### config.mk
export PLATFORM = sky130hd
export DESIGN_NAME = prog_imem_flat
export DESIGN_NICKNAME = d
export VERILOG_FILES = /design/src/rtl/imem_pkg.sv /design/src/rtl/prog_imem_if.sv /design/src/rtl/imem_ram.sv /design/src/rtl/prog_imem.sv /design/src/flat_wrapper.sv
export SDC_FILE = /design/constraint.sdc
export NUM_CORES = 1
export LEC_CHECK = 0
export ABC_AREA = 1
export BUFFER_PORTS_ARGS = -buffer_cell sky130_fd_sc_hd__buf_2
export CORE_UTILIZATION = 43
export CTS_CLUSTER_DIAMETER = 50
export DETAILED_ROUTE_END_ITERATION = 12
export GPL_TIMING_DRIVEN = 1
export RECOVER_POWER = 100
export SYNTH_ARGS = -nofsm -noshare
export SYNTH_HDL_FRONTEND = slang
export SYNTH_SLANG_ARGS = --single-unit
### constraint.sdc
create_clock -name clk -period 2.7 [get_ports clk]
set_input_delay 0.135 -clock clk [delete_from_list [all_inputs] [get_ports clk]]
set_output_delay 0.135 -clock clk [all_outputs]
set_load 0.03 [all_outputs]
### src/rtl/imem_pkg.sv
`default_nettype none
// ============================================================================
//  Module      : imem_pkg
//  Description : Shared types and constants for the loadable instruction
//                memory (state encoding, default NOP fill bit).
//  Revision    : 1.0 - initial release
// ============================================================================
package imem_pkg;

    // Two-state controller: accepting a program, or serving fetches.
    typedef enum logic [0:0] {
        IMEM_LOAD = 1'b0,
        IMEM_RUN  = 1'b1
    } imem_state_t;

    // Default NOP is all-zero; replicated to DATA_W by the top level.
    localparam logic IMEM_NOP_BIT = 1'b0;

endpackage : imem_pkg
`default_nettype wire

### src/rtl/prog_imem_if.sv
`default_nettype none
// ============================================================================
//  Module      : prog_imem_if
//  Description : Load-port and fetch-port bundle of the instruction memory.
//                master = program loader / fetch stage, slave = memory.
//  Revision    : 1.0 - initial release
// ============================================================================
interface prog_imem_if #(
    parameter int DATA_W = 16,
    parameter int ADDR_W = 4
) ();

    logic              ld_valid;
    logic              ld_ready;
    logic [DATA_W-1:0] ld_data;
    logic              ld_last;
    logic              reload;
    logic              fetch_req;
    logic [ADDR_W-1:0] fetch_addr;
    logic              fetch_ready;
    logic              fetch_valid;
    logic [DATA_W-1:0] fetch_instr;
    logic              fetch_err;
    logic              loaded;
    logic [ADDR_W:0]   word_count;

    modport master (
        output ld_valid, ld_data, ld_last, reload, fetch_req, fetch_addr,
        input  ld_ready, fetch_ready, fetch_valid, fetch_instr, fetch_err,
               loaded, word_count
    );

    modport slave (
        input  ld_valid, ld_data, ld_last, reload, fetch_req, fetch_addr,
        output ld_ready, fetch_ready, fetch_valid, fetch_instr, fetch_err,
               loaded, word_count
    );

endinterface : prog_imem_if
`default_nettype wire

### src/rtl/imem_ram.sv
`default_nettype none
// ============================================================================
//  Module      : imem_ram
//  Description : Simple dual-port RAM, one synchronous write port and one
//                synchronous registered read port. Array is never reset.
//  Revision    : 1.0 - initial release
// ============================================================================
module imem_ram #(
    parameter int DATA_W = 16,
    parameter int ADDR_W = 4
) (
    input  wire logic              clk,
    input  wire logic              we,
    input  wire logic [ADDR_W-1:0] waddr,
    input  wire logic [DATA_W-1:0] wdata,
    input  wire logic              re,
    input  wire logic [ADDR_W-1:0] raddr,
    output      logic [DATA_W-1:0] rdata
);

    localparam int DEPTH = 1 << ADDR_W;

    logic [DATA_W-1:0] mem [DEPTH];

    // Write port: store the load word at the handshake edge.
    always_ff @(posedge clk) begin
        if (we) begin
            mem[waddr] <= wdata;
        end
    end

    // Read port: register the addressed word for accepted fetches only.
    always_ff @(posedge clk) begin
        if (re) begin
            rdata <= mem[raddr];
        end
    end

endmodule : imem_ram
`default_nettype wire

### src/rtl/prog_imem.sv
`default_nettype none
// ============================================================================
//  Module      : prog_imem
//  Description : Loadable instruction memory. LOAD state streams a program
//                in from address 0; RUN state serves one fetch per cycle
//                with one-cycle latency and flags out-of-program addresses.
//  Revision    : 1.0 - initial release
// ============================================================================
module prog_imem
    import imem_pkg::*;
#(
    parameter int                DATA_W   = 16,
    parameter int                ADDR_W   = 4,
    parameter logic [DATA_W-1:0] NOP_WORD = {DATA_W{IMEM_NOP_BIT}}
) (
    input  wire logic  clk,
    input  wire logic  reset,
    prog_imem_if.slave bus
);

    localparam int              DEPTH     = 1 << ADDR_W;
    localparam logic [ADDR_W:0] LAST_SLOT = (ADDR_W + 1)'(DEPTH - 1);

    imem_state_t       state;
    logic [ADDR_W:0]   word_count;
    logic              rsp_valid;
    logic              rsp_err;
    logic [DATA_W-1:0] ram_rdata;

    logic ld_fire;
    logic fetch_fire;
    logic in_range;

    assign ld_fire    = (state == IMEM_LOAD) && bus.ld_valid;
    assign fetch_fire = (state == IMEM_RUN) && bus.fetch_req;
    // Zero-extend so a full memory (count == DEPTH) admits every address.
    assign in_range   = {1'b0, bus.fetch_addr} < word_count;

    imem_ram #(
        .DATA_W (DATA_W),
        .ADDR_W (ADDR_W)
    ) u_ram (
        .clk   (clk),
        .we    (ld_fire),
        .waddr (word_count[ADDR_W-1:0]),
        .wdata (bus.ld_data),
        .re    (fetch_fire),
        .raddr (bus.fetch_addr),
        .rdata (ram_rdata)
    );

    // Controller: state, program length and the response flags, which are
    // registered on the same edge as the RAM read so they line up with it.
    always_ff @(posedge clk or posedge reset) begin
        if (reset) begin
            state      <= IMEM_LOAD;
            word_count <= '0;
            rsp_valid  <= 1'b0;
            rsp_err    <= 1'b0;
        end else begin
            rsp_valid <= fetch_fire;
            rsp_err   <= fetch_fire && !in_range;
            case (state)
                IMEM_LOAD: begin
                    if (bus.ld_valid) begin
                        word_count <= word_count + 1'b1;
                        // A full memory ends the load even without ld_last.
                        if (bus.ld_last || (word_count == LAST_SLOT)) begin
                            state <= IMEM_RUN;
                        end
                    end
                end
                IMEM_RUN: begin
                    // A same-cycle fetch was already judged against the old count.
                    if (bus.reload) begin
                        state      <= IMEM_LOAD;
                        word_count <= '0;
                    end
                end
                default: state <= IMEM_LOAD;
            endcase
        end
    end

    assign bus.ld_ready    = (state == IMEM_LOAD);
    assign bus.fetch_ready = (state == IMEM_RUN);
    assign bus.loaded      = (state == IMEM_RUN);
    assign bus.word_count  = word_count;
    assign bus.fetch_valid = rsp_valid;
    assign bus.fetch_err   = rsp_err;
    // RAM output is unreset, so it is only exposed while a response is valid.
    assign bus.fetch_instr = !rsp_valid ? '0 : (rsp_err ? NOP_WORD : ram_rdata);

endmodule : prog_imem
`default_nettype wire

### src/flat_wrapper.sv
// flat-port wrapper written by rule: the top's interface ports become plain ports
module prog_imem_flat import imem_pkg::*;
#(
    parameter int                DATA_W   = 16,
    parameter int                ADDR_W   = 4,
    parameter logic [DATA_W-1:0] NOP_WORD = {DATA_W{IMEM_NOP_BIT}}
)
  (clk, reset, bus_ld_valid, bus_ld_data, bus_ld_last, bus_reload, bus_fetch_req, bus_fetch_addr, bus_ld_ready, bus_fetch_ready, bus_fetch_valid, bus_fetch_instr, bus_fetch_err, bus_loaded, bus_word_count);
  prog_imem_if #(.DATA_W(DATA_W), .ADDR_W(ADDR_W)) bus_i ();
  input  wire logic clk;
  input  wire logic reset;
  input wire logic [$bits(bus_i.ld_valid)-1:0] bus_ld_valid;
  input wire logic [$bits(bus_i.ld_data)-1:0] bus_ld_data;
  input wire logic [$bits(bus_i.ld_last)-1:0] bus_ld_last;
  input wire logic [$bits(bus_i.reload)-1:0] bus_reload;
  input wire logic [$bits(bus_i.fetch_req)-1:0] bus_fetch_req;
  input wire logic [$bits(bus_i.fetch_addr)-1:0] bus_fetch_addr;
  output wire logic [$bits(bus_i.ld_ready)-1:0] bus_ld_ready;
  output wire logic [$bits(bus_i.fetch_ready)-1:0] bus_fetch_ready;
  output wire logic [$bits(bus_i.fetch_valid)-1:0] bus_fetch_valid;
  output wire logic [$bits(bus_i.fetch_instr)-1:0] bus_fetch_instr;
  output wire logic [$bits(bus_i.fetch_err)-1:0] bus_fetch_err;
  output wire logic [$bits(bus_i.loaded)-1:0] bus_loaded;
  output wire logic [$bits(bus_i.word_count)-1:0] bus_word_count;
  assign bus_i.ld_valid = bus_ld_valid;
  assign bus_i.ld_data = bus_ld_data;
  assign bus_i.ld_last = bus_ld_last;
  assign bus_i.reload = bus_reload;
  assign bus_i.fetch_req = bus_fetch_req;
  assign bus_i.fetch_addr = bus_fetch_addr;
  assign bus_ld_ready = bus_i.ld_ready;
  assign bus_fetch_ready = bus_i.fetch_ready;
  assign bus_fetch_valid = bus_i.fetch_valid;
  assign bus_fetch_instr = bus_i.fetch_instr;
  assign bus_fetch_err = bus_i.fetch_err;
  assign bus_loaded = bus_i.loaded;
  assign bus_word_count = bus_i.word_count;
  prog_imem #(.DATA_W(DATA_W), .ADDR_W(ADDR_W), .NOP_WORD(NOP_WORD)) u_core (.clk(clk), .reset(reset), .bus(bus_i));
endmodule
==> results of run 1 <==
[registers in the layout, summed over array words and instances (netlist names)]
signal	flops
u_core.bus.word_count	5
u_core.u_ram.rdata	16
u_core.bus.fetch_err	1
u_core.bus.fetch_ready	1
u_core.bus.fetch_valid	1
u_core.u_ram.mem	256
[cell usage after synthesis (all sizes together)]
cell type	count	area [sq um]
a21oi	2	10.0
buf	39	236
clkbuf	14	52.6
dfrtp	8	200
edfxtp	272	8170
ha	8	100
inv	224	841
nand2	354	1330
nand3	193	966
nand4	2	12.5
nor2	36	135
o21ai	7	35.0
o22ai	1	6.26
[layer usage]
layer | vias to the layer above | wire length (um) | track usage
li1 | 3857 | - | -
met1 | 3860 | 13200 | 0.299
met2 | 269 | 14900 | 0.367
met3 | 58 | 1700 | 0.0280
met4 | 0 | 1040 | 0.0885
met5 | - | 0 | 0
[placed cells by master, fill, tap and decap left out, types with 6 or more instances in the layout]
cell,count
buf_4,20
clkbuf_1,46
nor2_2,15
nor2_1,21
nand3_1,193
dfrtp_1,8
clkbuf_16,37
inv_1,223
buf_2,7
ha_1,8
nand2_1,354
edfxtp_1,272
clkbuf_2,7
o21ai_0,7
clkinv_1,6
[worst register-to-register path, cell delays in order (launching register included)]
cell and delay (ps):
dfrtp_1 460, ha_1 180, inv_1 50, nor2_1 200, nand2_1 160, nor2_1 180, clkbuf_2 470
[metrics by stage]
stage	util	total power, uW	cell area (sq um)
global placement	0.462	6270	12800
finish	0.503	10800	13900
floorplan	-	5820	12100
global route	0.503	11100	13900
detailed placement	0.462	6280	12800
CTS	0.505	10900	14000
[how the worst max path moves through the flow]
stage | start | end | slack [ps] | depth (start not counted)
final | u_core.bus.word_count[0] | u_core.u_ram.mem[3][3] | 640 | 6
after CTS | u_core.bus.fetch_err | bus_fetch_instr[0] | 760 | 4
after floorplan | u_core.bus.fetch_ready | u_core.u_ram.mem[0][0] | 400 | 5
after global routing | u_core.bus.word_count[0] | u_core.u_ram.mem[3][3] | 520 | 6
after global placement | bus_fetch_addr[1] | u_core.u_ram.rdata[3] | 900 | 7
after detailed placement | bus_fetch_addr[1] | u_core.u_ram.rdata[7] | 880 | 7
[what timing repair did]
item	in CTS	in global routing
buffers inserted	0	0
hold buffers	5	0
endpoints found under the setup margin	0	0
endpoints found under the hold margin	11	0
[cell type report]
type,instances,area share
Clock buffer,40,0.0673
Clock inverter,19,0.0144
Inverter,224,0.0606
Multi-Input combinational cell,603,0.189
Sequential cell,280,0.601
Tap cell,378,0.0340
Timing Repair Buffer,84,0.0339
[power by group]
part           internal [uW]  total [uW]  switching, uW  leakage [uW]
logic                    246        1050            806       0.00282
clock network           2860        4590           1740      0.000554
registers               5030        5120           83.9       0.00256
total                   8140       10800           2630       0.00593
[cells by family after synthesis]
kind of cell	after synthesis	share of synthesized area
adders and majority gates	8	0.00828
AOI/OAI and AO/OA	10	0.00424
DFF	280	0.692
and+or+nand+nor	585	0.202
buffers and inverters	277	0.0934
==> flow_summary.yaml, run 1 <==
cts:
  clockBufferDepth: 3
  cts.clk_slew.worst_paths_ps: 60
  cts_root_buffer: "clkbuf_16"
  insertion_delay_ps: 510
  htreeDepth: 2
  cts_tree: "yes"
  numCtsBuffers: 34
  cts_resized: 0
  cts_sinks: 280
drt:
  wl_per_cell_um: 18.9
  post-route-drc-count: 0
  drt-total-wl_um: 30800
  vias_per_cell: 4.94
  detailroute.via_count: 8044
  drtAntennaViolNets: 0
  drtPass1Iterations: 5
  drt-initial-drc-count: 713
sta:
  grt_setup_unrepaired: "false"
  hold_viol: 0
  skew_ps: 17.2
  slew_violations: 0
  max_slew_margin: 0.178
  worstMarginPinSlew_ps: 1230
  setup-tns-final_ps: 0
  finalSetupViolations: 0
  fmax_mhz: 486
  setup_slack_ps: 643
  holdWs_ps: 129
  fin_crit_sh: 0.762
  layout_min_cycle_time_ps: 2060
worst_setup_path:
  worstSetupEndpointType: "flop"
  worstPathRequired_ps: 2840
  regToRegSetupSlack_ps: 640
  crit_top_cell: "nor2_1"
  critPathKind: "flop to flop"
  path_buf_inv: 2
  timing.rr.end: "u_core.u_ram.mem[3][3]"
  worstPathCellList: "ha_1 > inv_1 > nor2_1 > nand2_1 > nor2_1 > clkbuf_2"
  rr_worst_depth: 6
  crit_arrival_ps: 2200
  cpPeakStageDelay_ps: 470
  cp_slowest_cell: "clkbuf_2"
  worstSetupStartpointType: "flop"
  worst_path_dominant_cell_family: "simple AND/OR/NAND/NOR gates"
  reg2reg_from: "u_core.bus.word_count[0]"
  cp_max_fo: 16
logic_synthesis:
  syn_nets: 1194
  synth_warnings: 0
  seq_area_frac_synth: 0.692
  ys_seq_elements: 280
  syn_avg_cell_area_sq_um: 10.4
  syn_area_sq_mm: 0.0121
  synth_cell_types: 17
  syn_inst: 1160
floorplan:
  start_util: 0.436
  die_h_um: 170
  io-pin-count: 52
  core_area_sq_mm: 0.0277
  fp.dieW_um: 170
  die-area_sq_mm: 0.0288
  num_rows: 61
placement:
  dp.cells: 1564
  globalplace.congestion: 0.828
  place_hpwl_um: 19000
  place_ws_ps: 885
  portBuffers: 51
global_routing:
  grt_pass1_wl_um: 46800
  grt_max_degree: 129
  grt_overflow_total: 0
  grt_pass1_vias: 7920
  grt_antenna_before_repair: 0
  track_usage: 0.223
run_status:
  status: "completed"
layout:
  fin_cells: 1628
  fillers: 2509
  diodes: 0
  seqCellArea_sq_mm: 0.00837
  drive_above_1_share: 0.0816
  multi_input_area_sq_mm: 0.00263
  area_delta_synth_final_pct: 15.2
  layout.nets: 1261
worst_hold_path:
  hold_class: "input port to async pin"
power:
  vdd_drop_max_mv: 0.346
  power.leakage_uw: 0.00593
  power.density_mw_per_mm2: 773
job:
  drv_cap: 0
Note: power is estimated with default switching activity, not from simulation.
==> run 2, diff against run 1 <==
==> constraint.sdc (replaced) <==
create_clock -name clk -period 2 [get_ports clk]
set_input_delay 0.1 -clock clk [delete_from_list [all_inputs] [get_ports clk]]
set_output_delay 0.1 -clock clk [all_outputs]
set_load 0.03 [all_outputs]
==> run 2 against run 1 <==
Compared with the run above: final area increased by 1.8%; wire length grew 1.0%; non-clock buffer count grew 4; core utilization up 0.90 points; power rose by 37%; clock power rose by 37%; maximum frequency grew 13%; global-route usage rose by 0.064 points; cell count increased by 0.18%.
==> flow_summary.yaml, run 2 (synthesis gave the netlist of run 1 again) <==
global_routing:
  grt_pass1_vias: 7827
  grt_overflow_total: 0
  track_usage: 0.223
  grt_antenna_before_repair: 0
  grt_pass1_wl_um: 46600
  grt_max_degree: 86
floorplan:
  die-area_sq_mm: 0.0288
  num_rows: 61
  start_util: 0.436
  io-pin-count: 52
  die_h_um: 170
  core_area_sq_mm: 0.0277
  fp.dieW_um: 170
placement:
  globalplace.congestion: 0.832
  place_hpwl_um: 18800
  portBuffers: 51
  place_ws_ps: 232
  post_dp_cell_area_sq_mm: 0.0131
drt:
  wl_per_cell_um: 19.1
  drtPass1Iterations: 5
  drt-total-wl_um: 31100
  post-route-drc-count: 0
  detailroute.via_count: 8081
  vias_per_cell: 4.95
  drt-initial-drc-count: 753
  drtAntennaViolNets: 0
cts:
  insertion_delay_ps: 510
  cts_tree: "yes"
  cts_root_buffer: "clkbuf_16"
  cts_sinks: 280
  htreeDepth: 2
  cts.clk_slew.worst_paths_ps: 50
  clockBufferDepth: 3
  numCtsBuffers: 34
power:
  internal_power_uw: 11200
  p_clk_frac: 0.428
  switching_share: 0.243
  power.leakage_uw: 0.00600
  power.density_mw_per_mm2: 1040
  finalPower_uw: 14700
  p_comb_frac: 0.104
  switchingPower_uw: 3570
  vdd_drop_max_mv: 0.908
  seqPwrFrac: 0.468
worst_setup_path:
  critPathLaunch: "u_core.bus.fetch_ready"
  worstSetupEndpointType: "flop"
  reg2reg_from: "u_core.bus.fetch_ready"
  worstSetupStartpointType: "flop"
  cp_max_fo: 16
  crit_arrival_ps: 2030
  critPathKind: "flop to flop"
  worstPathRequired_ps: 2200
layout:
  drive_above_1_share: 0.0798
  multi_input_area_sq_mm: 0.00266
  fillers: 2499
  top_register: "u_core.u_ram.mem"
  biggestRegsByFlops: "u_core.u_ram.mem (256), u_core.u_ram.rdata (16), u_core.bus.word_count (5)"
  area_delta_synth_final_pct: 17.2
  largest_reg_flops: 256
  layout_common_cells: "354 x nand2_1, 272 x edfxtp_1, 222 x inv_1, 193 x nand3_1, 47 x clkbuf_1"
  design_area_sq_mm: 0.0142
  diodes: 0
  seqCellArea_sq_mm: 0.00837
  layout.nets: 1265
  layout_commonest_cell: "nand2_1"
sta:
  grt_setup_unrepaired: "false"
  setup_slack_ps: 172
  finalSetupViolations: 0
  max_slew_margin: 0.212
  skew_ps: 14.5
  holdWs_ps: 117
  fmax_mhz: 547
  hold_viol: 0
  setup-tns-final_ps: 0
  layout_min_cycle_time_ps: 1830
  worstMarginPinSlew_ps: 1180
  fin_crit_sh: 0.914
  slew_violations: 0
worst_hold_path:
  hold_class: "input port to async pin"
run_status:
  status: "completed"
job:
  drv_cap: 0
-- run 2: cell count changes in the layout (fill, tap and decap cells not counted), sizes merged --
cell and change:
buf +8, bufinv +1, clkbuf -3, clkinv -3
-- run 2: repair_timing --
action                    in CTS  in global routing
setup buffers                  0                  0
hold buffers                   5                  0
hold endpoints to repair      14                  0
gates resized for setup        0                  0
-- run 2: cell type report --
cell class                 count  area share
multi-input combinational    603       0.188
clock inverter                17      0.0149
timing repair buffer          88      0.0478
clock buffer                  41      0.0664
sequential                   280       0.590
tap                          378      0.0334
inverter                     224      0.0595
-- run 2: final timing paths --
kind                       slack [ps]  cells past startpoint                       end
max                               170                      6   u_core.u_ram.mem[5][15]
min                               120                      3  u_core.bus.word_count[2]
max reg2reg                       170                      6   u_core.u_ram.mem[5][15]
min reg2reg                       600                      2      u_core.bus.fetch_err
max in group asynchronous        1620                      3    u_core.bus.fetch_ready
min in group clk                  260                      3     u_core.u_ram.rdata[2]
-- run 2: power by group through the flow --
stage                     sequential [uW]  combinational, uW  clock (uW)
final                                6890               1540        6310
after detailed placement             7010               1620           0
after floorplan                      7060                879           0
after global routing                 6920               1690        6630
after CTS                            6890               1630        6400
after global placement               7000               1600           0
-- run 2: through the flow --
stage                     cells   util
after floorplan            1160      -
after CTS                  1631  0.517
after global placement     1568  0.474
after global routing       1631  0.512
final                      1631  0.512
after detailed placement   1568  0.474
-- run 2: routing by layer --
| layer | vias up | part of all wire | global-route usage |
|---|---|---|---|
| met5 | - | 0 | 0 |
| met4 | 0 | 0.026 | 0.0725 |
| li1 | 3870 | - | - |
| met3 | 52 | 0.079 | 0.0378 |
| met2 | 308 | 0.48 | 0.360 |
| met1 | 3851 | 0.42 | 0.307 |
-- run 2: critical path, stage by stage (launching register included) --
cell,delay (ps)
dfrtp_1,420
inv_1,100
nand2_1,100
inv_1,170
nand2_1,330
nor2_4,190
buf_6,210
==> run 3, diff against run 2 <==
--- a/config.mk
+++ b/config.mk
@@ -7,10 +7,14 @@
 export LEC_CHECK = 0
 export ABC_AREA = 1
 export BUFFER_PORTS_ARGS = -buffer_cell sky130_fd_sc_hd__buf_2
+export CELL_PAD_IN_SITES_DETAIL_PLACEMENT = 1
+export CELL_PAD_IN_SITES_GLOBAL_PLACEMENT = 1
 export CORE_UTILIZATION = 43
 export CTS_CLUSTER_DIAMETER = 50
 export DETAILED_ROUTE_END_ITERATION = 12
 export GPL_TIMING_DRIVEN = 1
+export HOLD_SLACK_MARGIN = 0.12
+export PLACE_DENSITY_LB_ADDON = 0.1
 export RECOVER_POWER = 100
 export SYNTH_ARGS = -nofsm -noshare
 export SYNTH_HDL_FRONTEND = slang
==> run 3 against run 2 <==
Compared with the run above: clock skew is 3.7 ps lower; global-route usage grew 1.4 points; first-iteration DRC count shrank 17%; clock power up 3.8%; register-to-register slack about the same; cell count rose by 1.3%; power rose by 1.8%; critical path type unchanged; largest cell class unchanged; largest power group unchanged.
==> flow_summary.yaml, run 3 (synthesis gave the netlist of run 1 again) <==
worst_setup_path:
  cp_max_fo: 16
  worstPathRequired_ps: 2170
  worstSetupEndpointType: "flop"
  path_buf_inv: 3
  worstSetupStartpointType: "flop"
  worst_path_dominant_cell_family: "buffers and inverters"
  crit_arrival_ps: 1990
  cp_slowest_cell: "dfrtp_1"
  cpPeakStageDelay_ps: 410
  worstPathCellList: "inv_1 > nand2_1 > inv_1 > nand2_1 > nor2_1 > clkbuf_4"
  critPathKind: "flop to flop"
layout:
  drive_above_1_share: 0.0816
  seqCellArea_sq_mm: 0.00837
  layout_common_cells: "353 x nand2_1, 272 x edfxtp_1, 222 x inv_1, 193 x nand3_1, 43 x clkbuf_1"
  largest_reg_flops: 256
  biggestRegsByFlops: "u_core.u_ram.mem (256), u_core.u_ram.rdata (16), u_core.bus.word_count (5)"
  fillers: 3005
  design_area_sq_mm: 0.0144
  fin_util: 0.521
  diodes: 0
  multi_input_area_sq_mm: 0.00261
  area_delta_synth_final_pct: 19.3
  layout_commonest_cell: "nand2_1"
  layout.nets: 1285
  top_register: "u_core.u_ram.mem"
sta:
  skew_ps: 10.7
  hold_viol: 0
  fin_crit_sh: 0.909
  max_slew_margin: 0.276
  layout_min_cycle_time_ps: 1820
  grt_setup_unrepaired: "false"
  worstMarginPinSlew_ps: 1090
  finalSetupViolations: 0
  slew_violations: 0
  fmax_mhz: 550
global_routing:
  grt_max_degree: 73
  grt_pass1_wl_um: 50000
  track_usage: 0.237
  grt_pass1_vias: 8690
  grt_overflow_total: 0
  grt_antenna_before_repair: 0
floorplan:
  die-area_sq_mm: 0.0288
  num_rows: 61
  core_area_sq_mm: 0.0277
  io-pin-count: 52
  start_util: 0.436
  die_h_um: 170
  fp.dieW_um: 170
placement:
  post_dp_cell_area_sq_mm: 0.0132
  globalplace.congestion: 0.802
  portBuffers: 51
  place_hpwl_um: 19800
run_status:
  status: "completed"
drt:
  drtPass1Iterations: 5
  wl_per_cell_um: 19.9
  drt-total-wl_um: 33000
  detailroute.via_count: 8210
  post-route-drc-count: 0
  vias_per_cell: 4.97
  drt-initial-drc-count: 624
  drtAntennaViolNets: 0
cts:
  postCtsSetupRepairBufs: 0
  cts_sinks: 280
  cts_root_buffer: "clkbuf_16"
  clockBufferDepth: 3
  cts_tree: "yes"
  insertion_delay_ps: 510
  htreeDepth: 2
  cts.clk_slew.worst_paths_ps: 60
  numCtsBuffers: 36
power:
  power.leakage_uw: 0.00613
  power.density_mw_per_mm2: 1040
  finalPower_uw: 15000
  vdd_drop_max_mv: 0.864
worst_hold_path:
  hold_class: "input port to flop"
job:
  drv_cap: 0
run 3: cell count changes in the layout (fill, tap and decap cells not counted), moves of 3 or more:
cell           before  now
clkinv_2            3    6
buf_12             14   20
nor2_4              8    1
nor2_1             26   33
clkbuf_1           47   43
dlygate4sd3_1       5   22
buf_6               3    0
run 3: worst paths after layout:
path                                             start                        to  slack, ps  cells past startpoint
worst max-delay path            u_core.bus.fetch_ready   u_core.u_ram.mem[12][3]        180                      6
min in group asynchronous                        reset    u_core.bus.fetch_ready        640                      4
worst max register to register  u_core.bus.fetch_ready   u_core.u_ram.mem[12][3]        180                      6
worst min register to register  u_core.bus.fetch_ready      u_core.bus.fetch_err        600                      2
max in group asynchronous                        reset  u_core.bus.word_count[1]       1130                      4
worst min-delay path                 bus_fetch_addr[2]    u_core.u_ram.rdata[12]        230                      4
run 3: worst register-to-register path, delay by kind of cell (launching register included):
| kind | cells | cell delay (ps) |
|---|---|---|
| buffers and inverters | 3 | 630 |
| DFF | 1 | 410 |
| and+or+nand+nor | 3 | 440 |
run 3: area by class of cell:
| cell class | instances | area share |
|---|---|---|
| clock buffers | 40 | 0.0650 |
| well taps | 378 | 0.0328 |
| repair buffers | 106 | 0.0642 |
| multi-input cells | 603 | 0.181 |
| clock inverters | 22 | 0.0186 |
| flip-flops and latches | 280 | 0.580 |
| inverters | 224 | 0.0585 |
run 3: power by group:
group,internal (uW),switching (uW)
clock,4140,2410
combinational,436,1110
sequential,6790,118
run 3: layer usage:
metal,global-route usage,up-vias,part of all wire
met5,0,-,0
met4,0.0752,0,0.027
met3,0.0294,54,0.043
met2,0.418,177,0.51
met1,0.303,4062,0.42
li1,-,3917,-
run 3: metrics by stage:
step	hold slack (ps)	setup slack, ps	TNS [ps]	cells
2_1_floorplan	-84.3	-129	-4140	1160
3_3_place_gp	55.0	285	0	1569
3_5_place_dp	59.8	215	0	1569
4_1_cts	177	27.9	0	1653
5_1_grt	206	67.4	0	1653
6_report	229	183	0	1653
run 3: what timing repair did:
item                                   in CTS  in global routing
hold buffers                               22                  0
endpoints found under the hold margin     272                  0
resized for setup                           0                  1
setup endpoints to repair                   0                 16
